File: src/rtl/riscv_pkg.sv
// riscv_pkg: shared definitions for the RISC-V core front end.
//   XLEN_DEF  - default address/PC width
//   NOP_INSTR - canonical NOP encoding (addi x0, x0, 0)
//   PC_INC    - sequential PC increment
//   fetch_state_e - fetch FSM states
package riscv_pkg;

  localparam int unsigned XLEN_DEF  = 32;
  localparam logic [31:0] NOP_INSTR = 32'h0000_0013;
  localparam int unsigned PC_INC    = 4;

  typedef enum logic [1:0] {
    IDLE,     // no request outstanding
    WAIT,     // request outstanding, response will be captured
    DISCARD   // request outstanding, response will be dropped
  } fetch_state_e;

endpackage

File: src/rtl/fetch_out_buf.sv
// fetch_out_buf: single-entry holding register for a fetched instruction.
// Ports:
//   clk, rst_n            - clock, asynchronous active-low reset
//   capture               - load cap_pc/cap_instr and set valid
//   consume               - downstream took the entry; clears valid
//   flush                 - clear valid; wins over capture and consume
//   cap_pc, cap_instr     - entry to load
//   valid, pc, instr      - registered entry contents
module fetch_out_buf
  import riscv_pkg::*;
#(
  parameter int unsigned      XLEN     = XLEN_DEF,
  parameter logic [XLEN-1:0]  RESET_PC = '0
) (
  input  logic            clk,
  input  logic            rst_n,
  input  logic            capture,
  input  logic            consume,
  input  logic            flush,
  input  logic [XLEN-1:0] cap_pc,
  input  logic [31:0]     cap_instr,
  output logic            valid,
  output logic [XLEN-1:0] pc,
  output logic [31:0]     instr
);

  logic            valid_q, valid_d;
  logic [XLEN-1:0] pc_q, pc_d;
  logic [31:0]     instr_q, instr_d;

  always_comb begin
    valid_d = valid_q;
    pc_d    = pc_q;
    instr_d = instr_q;
    if (flush) begin
      valid_d = 1'b0;
    end else if (capture) begin
      // A capture in the same cycle as a consume replaces the entry.
      valid_d = 1'b1;
      pc_d    = cap_pc;
      instr_d = cap_instr;
    end else if (consume) begin
      valid_d = 1'b0;
    end
  end

  always_ff @(posedge clk or negedge rst_n) begin
    if (!rst_n) begin
      valid_q <= 1'b0;
      pc_q    <= RESET_PC;
      instr_q <= NOP_INSTR;
    end else begin
      valid_q <= valid_d;
      pc_q    <= pc_d;
      instr_q <= instr_d;
    end
  end

  assign valid = valid_q;
  assign pc    = pc_q;
  assign instr = instr_q;

endmodule

File: src/rtl/fetch_unit.sv
// fetch_unit: instruction-fetch stage. Owns the PC, issues one request at a
// time to instruction memory, buffers the returned word with its PC and
// presents it downstream with a valid/ready handshake. Redirects from execute
// may arrive while a request is outstanding; that response is then dropped.
// Ports:
//   clk, rst                 - clock, asynchronous active-low reset
//   imem_req/imem_addr       - request pulse and word-aligned fetch PC
//   imem_rvalid/imem_rdata   - memory response
//   if_valid/if_pc/if_instr  - buffered instruction (registered)
//   if_ready                 - downstream accept
//   redir_valid/redir_pc     - control-flow redirect (bits [1:0] ignored)
// Optional: define FETCH_PERF_EN to add perf_fetch_cnt (captured responses)
// and perf_flush_cnt (dropped responses + valid buffers flushed by redirect).
module fetch_unit
  import riscv_pkg::*;
#(
  parameter int unsigned     XLEN     = XLEN_DEF,
  parameter logic [XLEN-1:0] RESET_PC = '0
) (
  input  logic            clk,
  input  logic            rst,
  output logic            imem_req,
  output logic [XLEN-1:0] imem_addr,
  input  logic            imem_rvalid,
  input  logic [31:0]     imem_rdata,
  output logic            if_valid,
  output logic [XLEN-1:0] if_pc,
  output logic [31:0]     if_instr,
  input  logic            if_ready,
  input  logic            redir_valid,
  input  logic [XLEN-1:0] redir_pc
`ifdef FETCH_PERF_EN
  ,
  output logic [31:0]     perf_fetch_cnt,
  output logic [31:0]     perf_flush_cnt
`endif
);

  fetch_state_e    state_q, state_d;
  logic [XLEN-1:0] pc_q, pc_d;
  logic [XLEN-1:0] redir_tgt;
  logic            req;
  logic            capture;
  logic            drop;
  logic            consume;

  assign redir_tgt = {redir_pc[XLEN-1:2], 2'b00};
  assign consume   = if_valid & if_ready;

  always_comb begin
    state_d = state_q;
    pc_d    = pc_q;
    req     = 1'b0;
    capture = 1'b0;
    drop    = 1'b0;
    unique case (state_q)
      IDLE: begin
        if (!redir_valid && (!if_valid || if_ready)) begin
          req     = 1'b1;
          state_d = WAIT;
        end
      end
      WAIT: begin
        if (imem_rvalid) begin
          state_d = IDLE;
          if (redir_valid) begin
            drop = 1'b1;
          end else begin
            capture = 1'b1;
            pc_d    = pc_q + XLEN'(PC_INC);
          end
        end else if (redir_valid) begin
          state_d = DISCARD;
        end
      end
      DISCARD: begin
        if (imem_rvalid) begin
          state_d = IDLE;
          drop    = 1'b1;
        end
      end
      default: state_d = IDLE;
    endcase
    if (redir_valid) begin
      pc_d = redir_tgt;
    end
  end

  always_ff @(posedge clk or negedge rst) begin
    if (!rst) begin
      state_q <= IDLE;
      pc_q    <= RESET_PC;
    end else begin
      state_q <= state_d;
      pc_q    <= pc_d;
    end
  end

  // The request is decoded from IDLE state; gating with rst keeps it low
  // while reset is held, so the first pulse follows reset release.
  assign imem_req  = req & rst;
  assign imem_addr = pc_q;

  fetch_out_buf #(
    .XLEN     (XLEN),
    .RESET_PC (RESET_PC)
  ) u_out_buf (
    .clk       (clk),
    .rst_n     (rst),
    .capture   (capture),
    .consume   (consume),
    .flush     (redir_valid),
    .cap_pc    (pc_q),
    .cap_instr (imem_rdata),
    .valid     (if_valid),
    .pc        (if_pc),
    .instr     (if_instr)
  );

`ifdef FETCH_PERF_EN
  logic [31:0] fetch_cnt_q, fetch_cnt_d;
  logic [31:0] flush_cnt_q, flush_cnt_d;

  always_comb begin
    fetch_cnt_d = fetch_cnt_q + 32'(capture);
    flush_cnt_d = flush_cnt_q + 32'(drop) + 32'(redir_valid & if_valid);
  end

  always_ff @(posedge clk or negedge rst) begin
    if (!rst) begin
      fetch_cnt_q <= '0;
      flush_cnt_q <= '0;
    end else begin
      fetch_cnt_q <= fetch_cnt_d;
      flush_cnt_q <= flush_cnt_d;
    end
  end

  assign perf_fetch_cnt = fetch_cnt_q;
  assign perf_flush_cnt = flush_cnt_q;
`endif

endmodule

File: config.mk
export PLATFORM = sky130hd
export DESIGN_NAME = fetch_unit
export DESIGN_NICKNAME = d
export VERILOG_FILES = /design/src/rtl/riscv_pkg.sv /design/src/rtl/fetch_out_buf.sv /design/src/rtl/fetch_unit.sv
export SDC_FILE = /design/constraint.sdc
export NUM_CORES = 1
export LEC_CHECK = 0
export BUFFER_PORTS_ARGS = -buffer_cell sky130_fd_sc_hd__buf_2
export CORE_ASPECT_RATIO = 0.9
export CORE_MARGIN = 2
export CORE_UTILIZATION = 53
export DETAILED_ROUTE_END_ITERATION = 10
export HOLD_SLACK_MARGIN = 0.06
export PLACE_DENSITY = 0.95
export SETUP_SLACK_MARGIN = 0.2
export SYNTH_ARGS = -nofsm -noshare
export SYNTH_HDL_FRONTEND = slang
export SYNTH_SLANG_ARGS = --single-unit
File: constraint.sdc
create_clock -name clk -period 3.5 [get_ports clk]
set_clock_uncertainty 0.15 [all_clocks]
set_input_delay 0.7 -clock clk [delete_from_list [all_inputs] [get_ports clk]]
set_output_delay 0.7 -clock clk [all_outputs]
set_load 0.01 [all_outputs]
==> results of run 1 <==
## worst max-delay path by stage
stage | from | slack [ns] | endpoint | cells after the start
final | state_q[1] | 1.23 | imem_addr[15] | 5
after global routing | state_q[1] | 1.13 | imem_req | 3
after CTS | state_q[1] | 1.23 | imem_req | 3
after detailed placement | imem_rvalid | 0.97 | imem_addr[15] | 6
after global placement | imem_rvalid | 1.04 | imem_addr[15] | 6
after floorplan | imem_rvalid | 1.42 | imem_addr[15] | 5
## layout by cell type (no fill, tap or decap), types with 2 or more instances in the layout
cell      count
and2_1        7
xor2_1        9
a21oi_1       2
xnor2_1      14
o311ai_0      4
nor4_1        5
buf_4         9
nor4_2        3
mux2_2        2
dfstp_2       3
buf_2       159
nand3_1       8
o21ai_0      22
dfrtp_1      92
and4_1        7
clkinv_4      3
clkbuf_8     10
nor2_1        6
conb_1        4
inv_1         6
nand3_2       2
a221o_1       2
o21ai_1       6
nand4_1      11
nor3_1        7
nand2_1     216
## layer usage
| layer | share of wire [%] | track usage [%] |
|---|---|---|
| met1 | 44 | 32.5 |
| met3 | 7.3 | 6.65 |
| met2 | 48 | 39.7 |
| met5 | 0 | 0 |
| met4 | 0.99 | 7.22 |
## area by class of cell
type,instances,area [um2]
tap,99,124
clock inverter,5,42.5
timing repair buffer,168,863
multi-input combinational,354,1780
inverter,6,22.5
fill,654,2600
clock buffer,11,141
sequential,95,2380
## registers in the layout (all words and copies together) (netlist names)
register / cells
u_out_buf.instr: 32
imem_addr: 30
state_q: 2
u_out_buf.valid: 1
u_out_buf.pc: 30
## logic make-up (layout without fill, tap and decap cells)
kind of cell	Yosys count	after routing	share of synthesized area (%)
other	1	4	0.0878
adders and majority gates	1	1	0.293
and+or+nand+nor	281	281	29.2
DFF	95	95	55.7
AOI/OAI and AO/OA	42	42	6.01
muxes	3	3	0.762
buffers and inverters	31	190	3.16
xor gates and xnor gates	23	23	4.72
## worst reg2reg max path: stages (launching register included)
cell and delay [ns]:
dfrtp_1 0.47, nand3b_4 0.28, nor4_2 0.69, nand2_1 0.15, xnor2_1 0.16, mux2_2 0.26
## synth_stat cells, types with 4 or more instances
master / count / share of area [%]
nor4_1: 5 / 0.73
nor2_1: 6 / 0.53
dfrtp_1: 92 / 54
clkbuf_1: 16 / 1.4
nand4_1: 11 / 1.6
xnor2_1: 14 / 2.9
o21ai_1: 6 / 0.70
nor3_1: 8 / 0.94
nand2_1: 216 / 19
inv_1: 6 / 0.53
o311ai_0: 4 / 0.82
o21ai_0: 22 / 2.6
and4_1: 7 / 1.4
and2_1: 7 / 1.0
nand3_1: 9 / 1.1
xor2_1: 9 / 1.8
buf_4: 4 / 0.70
## power by group through the flow
| stage | registers [W] | clock network, W | logic (W) |
|---|---|---|---|
| 6_report | 0.00148 | 0.000679 | 0.000695 |
| 5_1_grt | 0.00151 | 0.000739 | 0.000780 |
| 4_1_cts | 0.00147 | 0.000694 | 0.000705 |
| 3_5_place_dp | 0.00150 | 0 | 0.000703 |
| 3_3_place_gp | 0.00148 | 0 | 0.000678 |
| 2_1_floorplan | 0.00159 | 0 | 0.000245 |
## per-stage QoR
step,instance area (um2),instances
final,5350,738
after global placement,5170,722
after CTS,5350,738
after detailed placement,5170,722
after global routing,5350,738
after floorplan,4280,480
==> flow_summary.json, run 1 <==
{
  "vias": 3838,
  "critical-path-top-delay-family": "simple AND/OR/NAND/NOR gates",
  "drv_cap": 0,
  "antennaDiodeCount": 0,
  "worst_pin_slew_ns": 0.716,
  "maxSlewViolCount": 0,
  "cts_resized": 0,
  "clkPwrFrac_pct": 23.8,
  "fmax_mhz": 440,
  "crit_fanout": 10,
  "crit_chain": "nand3b_4 > nor4_2 > nand2_1 > xnor2_1 > mux2_2",
  "fin_crit_sh_pct": 65.0,
  "reg2reg_from": "state_q[1]",
  "finalNetCount": 704,
  "drc_errors": 0,
  "post-cts-setup-buffers": 0,
  "postSynthCellCount": 477,
  "drive_above_1_share_pct": 30.7,
  "htreeDepth": 3,
  "max-slew-margin-rel_pct": 52.2,
  "syn_area_per_cell_um2": 8.96,
  "slowest_stage": "nor4_2",
  "clkSinkCount": 95,
  "clock_latency_ns": 0.37,
  "dp_hpwl_mm": 7.83,
  "synth-edff-count": 0,
  "clkSlewWorstSetupHoldPaths_ns": 0.10,
  "hold_ws_ns": 0.269,
  "cts_root_buf": "clkbuf_8",
  "grt_max_degree": 59,
  "die_height_um": 89.2,
  "grt_remaining_overflow": 0,
  "viasPerCell": 5.20,
  "worstPathRequired_ns": 3.60,
  "reg2regPathDepth": 5,
  "ant_nets": 0,
  "setup.worst_path.end_class": "flip-flop",
  "coreArea_mm2": 0.00795,
  "grt_pass1_vias": 3567,
  "period_needed_ns": 2.27,
  "ios": 167,
  "utilization_pct": 67.3,
  "gp_congestion": 0.800,
  "combPwrFrac_pct": 24.4,
  "fin_ws_ns": 1.23,
  "start_util_pct": 53.7,
  "dr.pass1.iters": 4,
  "timing.critical_path.buf_inv": 0,
  "hold_buffers": 0,
  "clockBufferDepth": 2,
  "ys_seq_area_share_pct": 55.7,
  "pre_cts_slack_ns": 0.971,
  "power.density_mw_per_mm2": 532,
  "ir_drop_mv": 0.293,
  "ys_ff_latch": 95,
  "cp.arrival_ns": 2.38,
  "synth.distinct_cells": 42,
  "startpoint_type": "flip-flop",
  "leakagePower_nw": 2.84,
  "yosysWarnings": 0,
  "async_flop_share_pct": 100,
  "rsz0062_at_grt": "false",
  "status": "completed",
  "hold_viol": 0,
  "tns_ns": 0,
  "io_buffers": 160,
  "drtIter0Drc": 186,
  "cts_buffers": 9,
  "die_area_mm2": 0.00879,
  "hold_class": "input pin to async pin",
  "power_w": 0.00285,
  "antenna_found_initial": 0,
  "internal_power_w": 0.00190,
  "grt_usage_pct": 24.3,
  "wl_mm": 10.7,
  "seqPwrFrac_pct": 51.8,
  "p_sw_share_pct": 33.2,
  "synth_ff_type": "dfrtp_1",
  "p_sw_w": 0.000947,
  "setup_viol": 0,
  "netlist_area_mm2": 0.00427,
  "grt_pass1_wl_mm": 17.0,
  "path_class": "flip-flop to flip-flop",
  "cts_tree": "done",
  "cp_slowest_stage_delay_ns": 0.69,
  "area_growth_pct": 25.3,
  "rrSetupSlack_ns": 1.23,
  "rows": 31,
  "post_drt_wl_per_cell_um": 14.6,
  "die_w_um": 98.6,
  "r2r-end": "imem_addr[15]"
}
No activity file was read; power rests on OpenSTA's default activity.
==> run 2: changes to the inputs <==
--- a/config.mk
+++ b/config.mk
@@ -5,13 +5,14 @@
 export SDC_FILE = /design/constraint.sdc
 export NUM_CORES = 1
 export LEC_CHECK = 0
+export ABC_AREA = 1
 export BUFFER_PORTS_ARGS = -buffer_cell sky130_fd_sc_hd__buf_2
 export CORE_ASPECT_RATIO = 0.9
 export CORE_MARGIN = 2
-export CORE_UTILIZATION = 53
+export CORE_UTILIZATION = 45
 export DETAILED_ROUTE_END_ITERATION = 10
 export HOLD_SLACK_MARGIN = 0.06
-export PLACE_DENSITY = 0.95
+export PLACE_DENSITY = 0.86
 export SETUP_SLACK_MARGIN = 0.2
 export SYNTH_ARGS = -nofsm -noshare
 export SYNTH_HDL_FRONTEND = slang
==> constraint.sdc (replaced) <==
create_clock -name clk -period 1.9 [get_ports clk]
set_clock_uncertainty 0.15 [all_clocks]
set_input_delay 0.38 -clock clk [delete_from_list [all_inputs] [get_ports clk]]
set_output_delay 0.38 -clock clk [all_outputs]
set_load 0.01 [all_outputs]
==> run 2 against run 1 <==
  * Combinational power grew to 3.6 times the previous value
  * Final area is 14% higher
  * Synthesized area is 7.9% higher
  * Clock power grew to 2.5 times the previous value
  * Synthesized cell count is 27% higher
  * Sequential power is 120% higher
  * Count of clock-buffer cells in the layout is 1 lower
  * Core utilization is 6.8 points lower
  * Critical path type is now flip-flop to output pin
  * Critical endpoint is now imem_req
  * Largest cell class unchanged
==> flow_summary.json, run 2 <==
{
  "drtIter0Drc": 297,
  "hold_path_depth": 3,
  "cts_buffers": 9,
  "crit_chain": "nor2_2 > nand2_1 > nor2_1 > buf_2",
  "final_area_mm2": 0.00612,
  "antenna_found_initial": 0,
  "rrSetupSlack_ns": 0.22,
  "drv_cap": 0,
  "drc_errors": 0,
  "cts_tree": "done",
  "rsz0062_at_grt": "true",
  "clock_latency_ns": 0.34,
  "dp_hpwl_mm": 9.34,
  "ys_ff_latch": 95,
  "finalNetCount": 848,
  "hold-path-endpoint": "u_out_buf.instr[16]",
  "htreeDepth": 3,
  "syn_area_per_cell_um2": 7.62,
  "drive_above_1_share_pct": 30.5,
  "worst_pin_slew_ns": 0.523,
  "die_w_um": 111,
  "grt_usage_pct": 24.0,
  "grt_remaining_overflow": 0,
  "startpoint_type": "flip-flop",
  "start_util_pct": 45.6,
  "gp_congestion": 0.876,
  "yosys.area_share.simple_pct": 32.7,
  "post_drt_wl_per_cell_um": 14.4,
  "setup_viol": 0,
  "rows": 35,
  "timing.critical_path.buf_inv": 1,
  "path_class": "flip-flop to output pin",
  "slowest_stage": "dfrtp_1",
  "synth_top_family_by_area": "simple AND/OR/NAND/NOR gates",
  "maxSlewViolCount": 0,
  "period_needed_ns": 1.71,
  "die_area_mm2": 0.0111,
  "crit_fanout": 3,
  "io_buffers": 160,
  "worstPathRequired_ns": 1.37,
  "synth-compound-area-share_pct": 7.09,
  "mostFrequentLayoutCells": "228 x nand2_1, 159 x buf_2, 91 x dfrtp_1",
  "status": "completed",
  "ir_drop_mv": 0.616,
  "synthXorXnorAreaFrac_pct": 0.950,
  "clkSinkCount": 95,
  "postSynthCellCount": 605,
  "yosys.area.top_type": "dfrtp_1",
  "max-slew-margin-rel_pct": 65.2,
  "fmax_mhz": 586,
  "cts_root_buf": "clkbuf_16",
  "leakagePower_nw": 3.28,
  "power.density_mw_per_mm2": 1220,
  "hold_class": "input pin to flip-flop",
  "wl_mm": 13.1,
  "grt_pass1_vias": 4197,
  "vias": 4634,
  "min_from": "imem_rdata[16]",
  "reg2regPathDepth": 8,
  "layout_commonest_cell": "nand2_1",
  "synthAdderAreaFrac_pct": 0.272,
  "largest_reg_flops": 32,
  "ys_seq_area_share_pct": 51.7,
  "dr.pass1.iters": 7,
  "synthTopCellsByCount": "233 x nand2_1, 92 x dfrtp_1, 68 x nor2_1",
  "grt_max_degree": 96,
  "reg2reg_from": "imem_addr[3]",
  "placed_cell_area_mm2": 0.00561,
  "yosysTopAreaCellShare_pct": 50.0,
  "r2r-end": "imem_addr[17]",
  "ios": 167,
  "grt_pass1_wl_mm": 21.3,
  "async_flop_share_pct": 100,
  "critical-path-top-delay-family": "flip-flops",
  "yosysMostFrequentCell": "nand2_1",
  "synth-edff-count": 0,
  "clkSlewWorstSetupHoldPaths_ns": 0.07,
  "viasPerCell": 5.08,
  "synthMuxAreaShare_pct": 0,
  "netlist_area_mm2": 0.00461,
  "antennaDiodeCount": 0,
  "die_height_um": 100,
  "ant_nets": 0,
  "yosysWarnings": 0,
  "coreArea_mm2": 0.0101,
  "cp.arrival_ns": 1.18,
  "tns_ns": 0,
  "area_growth_pct": 32.8,
  "cp_slowest_stage_delay_ns": 0.42,
  "hold_viol": 0,
  "critPathLaunch": "state_q[1]",
  "power_w": 0.00746,
  "synth_ff_type": "dfrtp_1",
  "final.fill_count": 902,
  "synth.distinct_cells": 32,
  "hold_ws_ns": 0.0841,
  "fin_crit_sh_pct": 89.8,
  "setup.worst_path.end_class": "output pin",
  "clockBufferDepth": 2,
  "ys_top_cells_by_area": "dfrtp_1 50%, nand2_1 19%, nor2_1 5.5%"
}
-- run 2: changes by cell type after synthesis, sizes merged, moves of 6 or more --
| cell | change |
|---|---|
| nor4 | -8 |
| inv | +48 |
| clkbuf | -10 |
| buf | +11 |
| nand4 | -7 |
| nand2 | +18 |
| and2 | -6 |
| o21ai | +13 |
| nand3 | +33 |
| xnor2 | -14 |
| and4 | -7 |
| nor2 | +68 |
-- run 2: kinds of logic (layout without fill, tap and decap cells) --
family                     after synthesis  in the layout
AOI/OAI and AO/OA                       59             59
xor gates and xnor gates                 5              5
adders and majority gates                1              1
buffers and inverters                   80            255
DFF                                     95             95
other                                    1              4
and+or+nand+nor                        364            364
-- run 2: worst max-delay path by stage --
| stage | endpoint | slack [ns] | cells after the start |
|---|---|---|---|
| finish | imem_req | 0.19 | 4 |
| global route | imem_addr[20] | 0.12 | 9 |
| floorplan | imem_addr[26] | 0.28 | 8 |
| global placement | imem_addr[26] | 0.19 | 8 |
| CTS | imem_addr[20] | 0.18 | 9 |
| detailed placement | imem_addr[20] | 0.13 | 9 |
-- run 2: power by group --
| part | total (W) | internal (W) | switching [W] |
|---|---|---|---|
| Combinational | 0.00252 | 0.00105 | 0.00147 |
| Clock | 0.00170 | 0.000899 | 0.000804 |
| Sequential | 0.00324 | 0.00278 | 0.000453 |
-- run 2: what timing repair did --
item / 4_1_cts / 5_1_grt
pin swaps: 4 / 12
setup buffers: 4 / 5
endpoints found under the hold margin: 92 / 0
setup endpoints to repair: 14 / 29
gates resized for setup: 6 / 34
hold buffers: 1 / 0
-- run 2: final cells by class --
class / count / area (um2) / area share [%]
multi-input cells: 433 / 2040 / 33.4
well taps: 129 / 161 / 2.64
inverters: 54 / 204 / 3.33
repair buffers: 185 / 1050 / 17.2
clock inverters: 6 / 43.8 / 0.716
clock buffers: 10 / 229 / 3.74
flip-flops and latches: 95 / 2380 / 38.9
-- run 2: per-layer routing --
| metal | wire length [um] | GRT usage, % | vias to the layer above |
|---|---|---|---|
| met1 | 5900 | 34.0 | 2118 |
| met5 | 0 | 0 | - |
| met2 | 5860 | 37.8 | 238 |
| met4 | 247 | 6.54 | 0 |
| li1 | - | - | 2244 |
| met3 | 1100 | 5.31 | 34 |
-- run 2: metrics by stage --
stage	setup WS (ns)	util (%)	instances
after CTS	0.183	58.9	907
after floorplan	0.283	-	608
after global placement	0.185	55.5	886
final	0.194	60.5	912
after detailed placement	0.129	55.5	886
after global routing	0.115	60.5	912
-- run 2: worst reg2reg max path, stage by stage, from the launching register on --
cell      delay [ns]
dfrtp_1         0.41
buf_6           0.13
nand2_2         0.06
nor2_4          0.19
buf_4           0.15
nand2_1         0.09
nor2_2          0.14
xor2_1          0.16
o21bai_1        0.07
